$ cat config.mk
export PLATFORM = sky130hd
export DESIGN_NAME = mem_data_arbiter
export DESIGN_NICKNAME = d
export VERILOG_FILES = /design/src/rtl/mem_data_arbiter.sv
export SDC_FILE = /design/constraint.sdc
export NUM_CORES = 1
export LEC_CHECK = 0
export CAP_MARGIN = 25
export CORE_ASPECT_RATIO = 1.75
export CORE_MARGIN = 5
export CORE_UTILIZATION = 45
export CTS_CLUSTER_DIAMETER = 80
export DETAILED_ROUTE_END_ITERATION = 12
export PLACE_DENSITY = 0.8
export SLEW_MARGIN = 30
export SYNTH_ARGS = -nofsm -noshare
export SYNTH_HDL_FRONTEND = slang
export SYNTH_SLANG_ARGS = --single-unit
$ cat constraint.sdc
create_clock -name clk -period 3.1 [get_ports clk]
set_input_delay 0.31 -clock clk [delete_from_list [all_inputs] [get_ports clk]]
set_output_delay 0.31 -clock clk [all_outputs]
set_load 0.05 [all_outputs]
$ cat src/rtl/mem_data_arbiter.sv
// Shares the byte-wide data segment between the cpu MEM stage and the dbg loader.
// Each 16-bit word access becomes two byte accesses (low byte first); read bytes are
// reassembled and handed back with a one-cycle done pulse to the granted requester.
module mem_data_arbiter #(
  parameter int WIDTH  = 16,
  parameter int ADDR_W = 13,
  parameter int BYTE_W = 8,
  parameter int RR     = 0
) (
  input  logic              clk,
  input  logic              rst_n,
  input  logic              cpu_req,
  input  logic              cpu_we,
  input  logic [WIDTH-1:0]  cpu_addr,
  input  logic [WIDTH-1:0]  cpu_wd,
  output logic [WIDTH-1:0]  cpu_rd,
  output logic              cpu_done,
  output logic              cpu_stall,
  input  logic              dbg_req,
  input  logic              dbg_we,
  input  logic [WIDTH-1:0]  dbg_addr,
  input  logic [WIDTH-1:0]  dbg_wd,
  output logic [WIDTH-1:0]  dbg_rd,
  output logic              dbg_done,
  output logic              mem_we,
  output logic [ADDR_W-1:0] mem_addr,
  output logic [BYTE_W-1:0] mem_wd,
  input  logic [BYTE_W-1:0] mem_rd
);

  localparam int WA_W = ADDR_W - 1;

  localparam logic [1:0] S_IDLE = 2'd0;
  localparam logic [1:0] S_LO   = 2'd1;
  localparam logic [1:0] S_HI   = 2'd2;
  localparam logic [1:0] S_RESP = 2'd3;

  logic [1:0]        state;
  logic              owner;      // 0 = cpu, 1 = dbg
  logic              last_dbg;   // 1 when dbg received the most recent grant
  logic              lat_we;
  logic [WA_W-1:0]   lat_addr;
  logic [WIDTH-1:0]  lat_wd;
  logic [BYTE_W-1:0] lo_byte;
  logic [WIDTH-1:0]  cpu_rd_q;
  logic [WIDTH-1:0]  dbg_rd_q;
  logic              any_req;
  logic              grant_dbg;
  logic              resp;
  logic [WIDTH-1:0]  assembled;
  logic              unused_addr_bits;

  // Word address bits above the data segment are intentionally dropped (address wrap).
  assign unused_addr_bits = ^{cpu_addr[WIDTH-1:WA_W], dbg_addr[WIDTH-1:WA_W]};

  assign any_req = cpu_req | dbg_req;

  // Arbitration: fixed cpu priority, or on a tie the requester not granted last.
  always_comb begin
    grant_dbg = 1'b0;
    if (RR == 0) begin
      grant_dbg = ~cpu_req & dbg_req;
    end else begin
      grant_dbg = dbg_req & (~cpu_req | ~last_dbg);
    end
  end

  // Sequencer state, owner and last-grant flag; reset drops any access in flight.
  always_ff @(posedge clk or negedge rst_n) begin
    if (!rst_n) begin
      state    <= S_IDLE;
      owner    <= 1'b0;
      last_dbg <= 1'b1;
    end else begin
      case (state)
        S_IDLE: begin
          if (any_req) begin
            state    <= S_LO;
            owner    <= grant_dbg;
            last_dbg <= grant_dbg;
          end
        end
        S_LO:    state <= S_HI;
        S_HI:    state <= S_RESP;
        default: state <= S_IDLE;
      endcase
    end
  end

  // Request latch at grant and low read byte capture; datapath only, no reset needed.
  always_ff @(posedge clk) begin
    if (state == S_IDLE && any_req) begin
      lat_we   <= grant_dbg ? dbg_we : cpu_we;
      lat_addr <= grant_dbg ? dbg_addr[WA_W-1:0] : cpu_addr[WA_W-1:0];
      lat_wd   <= grant_dbg ? dbg_wd : cpu_wd;
    end
    if (state == S_HI) begin
      lo_byte <= mem_rd;
    end
  end

  assign resp      = (state == S_RESP);
  assign assembled = {mem_rd, lo_byte};

  // Held read data per requester, updated when its load completes.
  always_ff @(posedge clk or negedge rst_n) begin
    if (!rst_n) begin
      cpu_rd_q <= '0;
      dbg_rd_q <= '0;
    end else if (resp && !lat_we) begin
      if (owner) dbg_rd_q <= assembled;
      else       cpu_rd_q <= assembled;
    end
  end

  // Byte-port drive: only LO/HI touch memory, everything else parks at zero.
  always_comb begin
    mem_we   = 1'b0;
    mem_addr = '0;
    mem_wd   = '0;
    case (state)
      S_LO: begin
        mem_addr = {lat_addr, 1'b0};
        if (lat_we) begin
          mem_we = 1'b1;
          mem_wd = lat_wd[BYTE_W-1:0];
        end
      end
      S_HI: begin
        mem_addr = {lat_addr, 1'b1};
        if (lat_we) begin
          mem_we = 1'b1;
          mem_wd = lat_wd[WIDTH-1:BYTE_W];
        end
      end
      default: ;
    endcase
  end

  assign cpu_done  = resp & ~owner;
  assign dbg_done  = resp &  owner;
  assign cpu_rd    = (cpu_done && !lat_we) ? assembled : cpu_rd_q;
  assign dbg_rd    = (dbg_done && !lat_we) ? assembled : dbg_rd_q;
  assign cpu_stall = cpu_req & ~cpu_done;

endmodule

==> flow_metrics.env <==
export IMPL_status="complete, no violations"
export IMPL_drive_above_1_share=0.398
export IMPL_rsz0062_at_grt="false"
export IMPL_worst_setup_path_start_kind="register"
export IMPL_post_cts_buffers=0
export IMPL_drt_pass1_iter_count=4
export IMPL_reg2reg_from="state[0]"
export IMPL_synth_area_um2=3600
export IMPL_drc=0
export IMPL_cpPeakStageDelay_ns=0.71
export IMPL_portBuffers=126
export IMPL_crit_required_ns=2.79
export IMPL_peakVddDrop_mv=0.586
export IMPL_hold_buffers=0
export IMPL_viasPerCell=5.05
export IMPL_whs_ns=0.0654
export IMPL_power_density_nw_per_um2=1180
export IMPL_fin_cells=457
export IMPL_hpwl_mm=5.41
export IMPL_dpl_cell_count=441
export IMPL_crit_chain="ha_1 -> and2_1 -> nand2b_2 -> buf_12 -> mux2_4 -> clkdlybuf4s50_1"
export IMPL_place_ws_ns=0.581
export IMPL_endpoint_kind="output pin"
export IMPL_setup_tns_ns=0
export IMPL_num_vias=2309
export IMPL_ys_ff_latch=72
export IMPL_antenna_found_initial=0
export IMPL_pin_count=135
export IMPL_cts_resized=0
export IMPL_synth_top_cell_area_share=0.309
export IMPL_numClockSinks=72
export IMPL_relSlewSlack=0.456
export IMPL_critPathSlowestCell="clkdlybuf4s50_1"
export IMPL_die_w_um=77.6
export IMPL_track_usage=0.153
export IMPL_timing_final_ws_setup_ns=0.249
export IMPL_root_buffer="clkbuf_16"
export IMPL_critical_path_startpoint="state[1]"
export IMPL_antennaDiodeCount=0
export IMPL_gp_congestion=0.705
export IMPL_initial_core_util=0.458
export IMPL_synth_edf_count=37
export IMPL_final_cell_area_um2=5350
export IMPL_layout_common_cells="97 x clkdlybuf4s50_1, 63 x mux2_2, 37 x edfxtp_1, 35 x dfrtp_1, 30 x mux2_4"
export IMPL_synth_seq_area_share=0.552
export IMPL_ys_types=21
export IMPL_period_minus_slack_ns=2.85
export IMPL_synthFlopType="edfxtp_1"
export IMPL_die_area_um2=9960
export IMPL_clockBufferDepth=2
export IMPL_ant_nets=0
export IMPL_grt_max_degree=36
export IMPL_crit_type="reg2out"
export IMPL_max_freq_mhz=351
export IMPL_synth_area_leaders="edfxtp_1 31%, dfrtp_1 24%, mux2_2 20%"
export IMPL_synthesis_nets=317
export IMPL_cts_max_level=3
export IMPL_async_reset_ff_frac=0.486
export IMPL_placed_area_um2=5040
export IMPL_critPathMaxFanout=32
export IMPL_grt_pass1_vias=2502
export IMPL_cap_violations=0
export IMPL_numCtsBuffers=9
export IMPL_wire_per_inst_um=15.9
export IMPL_fp_coreArea_um2=7860
export IMPL_worstMarginPinSlew_ns=0.815
export IMPL_ys_warn_count=0
export IMPL_period_share=0.920
export IMPL_cts_tree="done"
export IMPL_routed_wl_mm=7.27
export IMPL_clkLatencyLatePin_ns=0.32
export IMPL_die_y_um=128
export IMPL_dr_first_iter_drc_count=94
export IMPL_grt_pass1_wl_mm=11.8
export IMPL_clock_skew_ns=0.00539
export IMPL_slew_viol_final=0
export IMPL_synth_cells=233
export IMPL_power_mw=6.33
export IMPL_grt_overflow=0
export IMPL_clkTransAtPathRegs_ns=0.06
export IMPL_mostFrequentLayoutCell="clkdlybuf4s50_1"
export IMPL_rows=43
export IMPL_arrival_ns=2.54
export IMPL_p_leak_nw=2.23
export IMPL_hold_viol=0
export IMPL_nets=446
export IMPL_synth_top_cell_by_area="edfxtp_1"
export IMPL_syn_area_per_cell_um2=15.4
export IMPL_fin_util=0.682
export IMPL_synthToLayoutAreaGrowth_pct=48.8
export IMPL_setup_viol=0
export IMPL_worst_hold_path_type="in2async"
synthesized netlist by cell type, types with 2 or more instances:
| library cell | count |
|---|---|
| nand2b_1 | 2 |
| buf_4 | 4 |
| edfxtp_1 | 37 |
| ha_1 | 6 |
| inv_1 | 5 |
| a22oi_1 | 8 |
| nand2_1 | 2 |
| buf_6 | 3 |
| dfrtp_1 | 35 |
| and2_1 | 14 |
| buf_2 | 4 |
| mux2_2 | 63 |
| a21oi_1 | 2 |
| mux2_4 | 30 |
| clkbuf_1 | 2 |
| nor2_1 | 9 |
| mux2_1 | 2 |
| nor2b_1 | 2 |
critical path, delay by kind of cell, from the launching register on:
kind,cells,cell delay [ns]
and+or+nand+nor,2,0.25
adders and majority gates,1,0.23
muxes,1,0.32
DFF,1,0.43
buffers and inverters,2,0.96
power by group:
group          internal [mW]  switching [mW]  total (mW)
combinational           1.59            2.07        3.66
sequential              1.43           0.177        1.60
clock                  0.693           0.372        1.07
flip-flops by register name (all words and copies together), names as in the netlist:
| name | flops |
|---|---|
| cpu_rd_q | 16 |
| dbg_rd_q | 16 |
| lat_addr | 12 |
| lat_wd | 16 |
| lat_we | 1 |
| lo_byte | 8 |
| owner | 1 |
| state | 2 |
final timing paths:
kind | cells past startpoint | end | slack, ns
max in group asynchronous | 1 | dbg_rd_q[5] | 2.50
max reg2reg | 4 | lat_wd[9] | 1.02
min in group clk | 1 | cpu_rd_q[0] | 0.50
min reg2reg | 1 | cpu_rd_q[0] | 0.50
min | 1 | cpu_rd_q[4] | 0.07
max | 6 | dbg_rd[2] | 0.25
per-layer routing:
layer | GRT usage | wire [µm]
met1 | 0.157 | 2660
met4 | 0.0658 | 123
met5 | 0 | 0
met3 | 0.0710 | 837
met2 | 0.262 | 3640
layout make-up:
cell class	instances	area, µm²
clock buffer	12	268
clock inverter	4	47.5
fill	570	2500
inverter	5	18.8
multi-input combinational	143	1510
sequential	72	1990
tap	90	113
timing repair buffer	131	1410
cells by family (layout without fill, tap and decap cells):
logic type / Yosys count / in the layout / synth area share
adder cells (fa/ha/maj): 6 / 6 / 0.0209
multiplexers: 95 / 95 / 0.329
buffers and inverters: 18 / 152 / 0.0306
AO/OA/AOI/OAI: 12 / 12 / 0.0233
flip-flops: 72 / 72 / 0.552
AND/OR/NAND/NOR: 30 / 30 / 0.0445
Power figures use the tool's default switching activity.
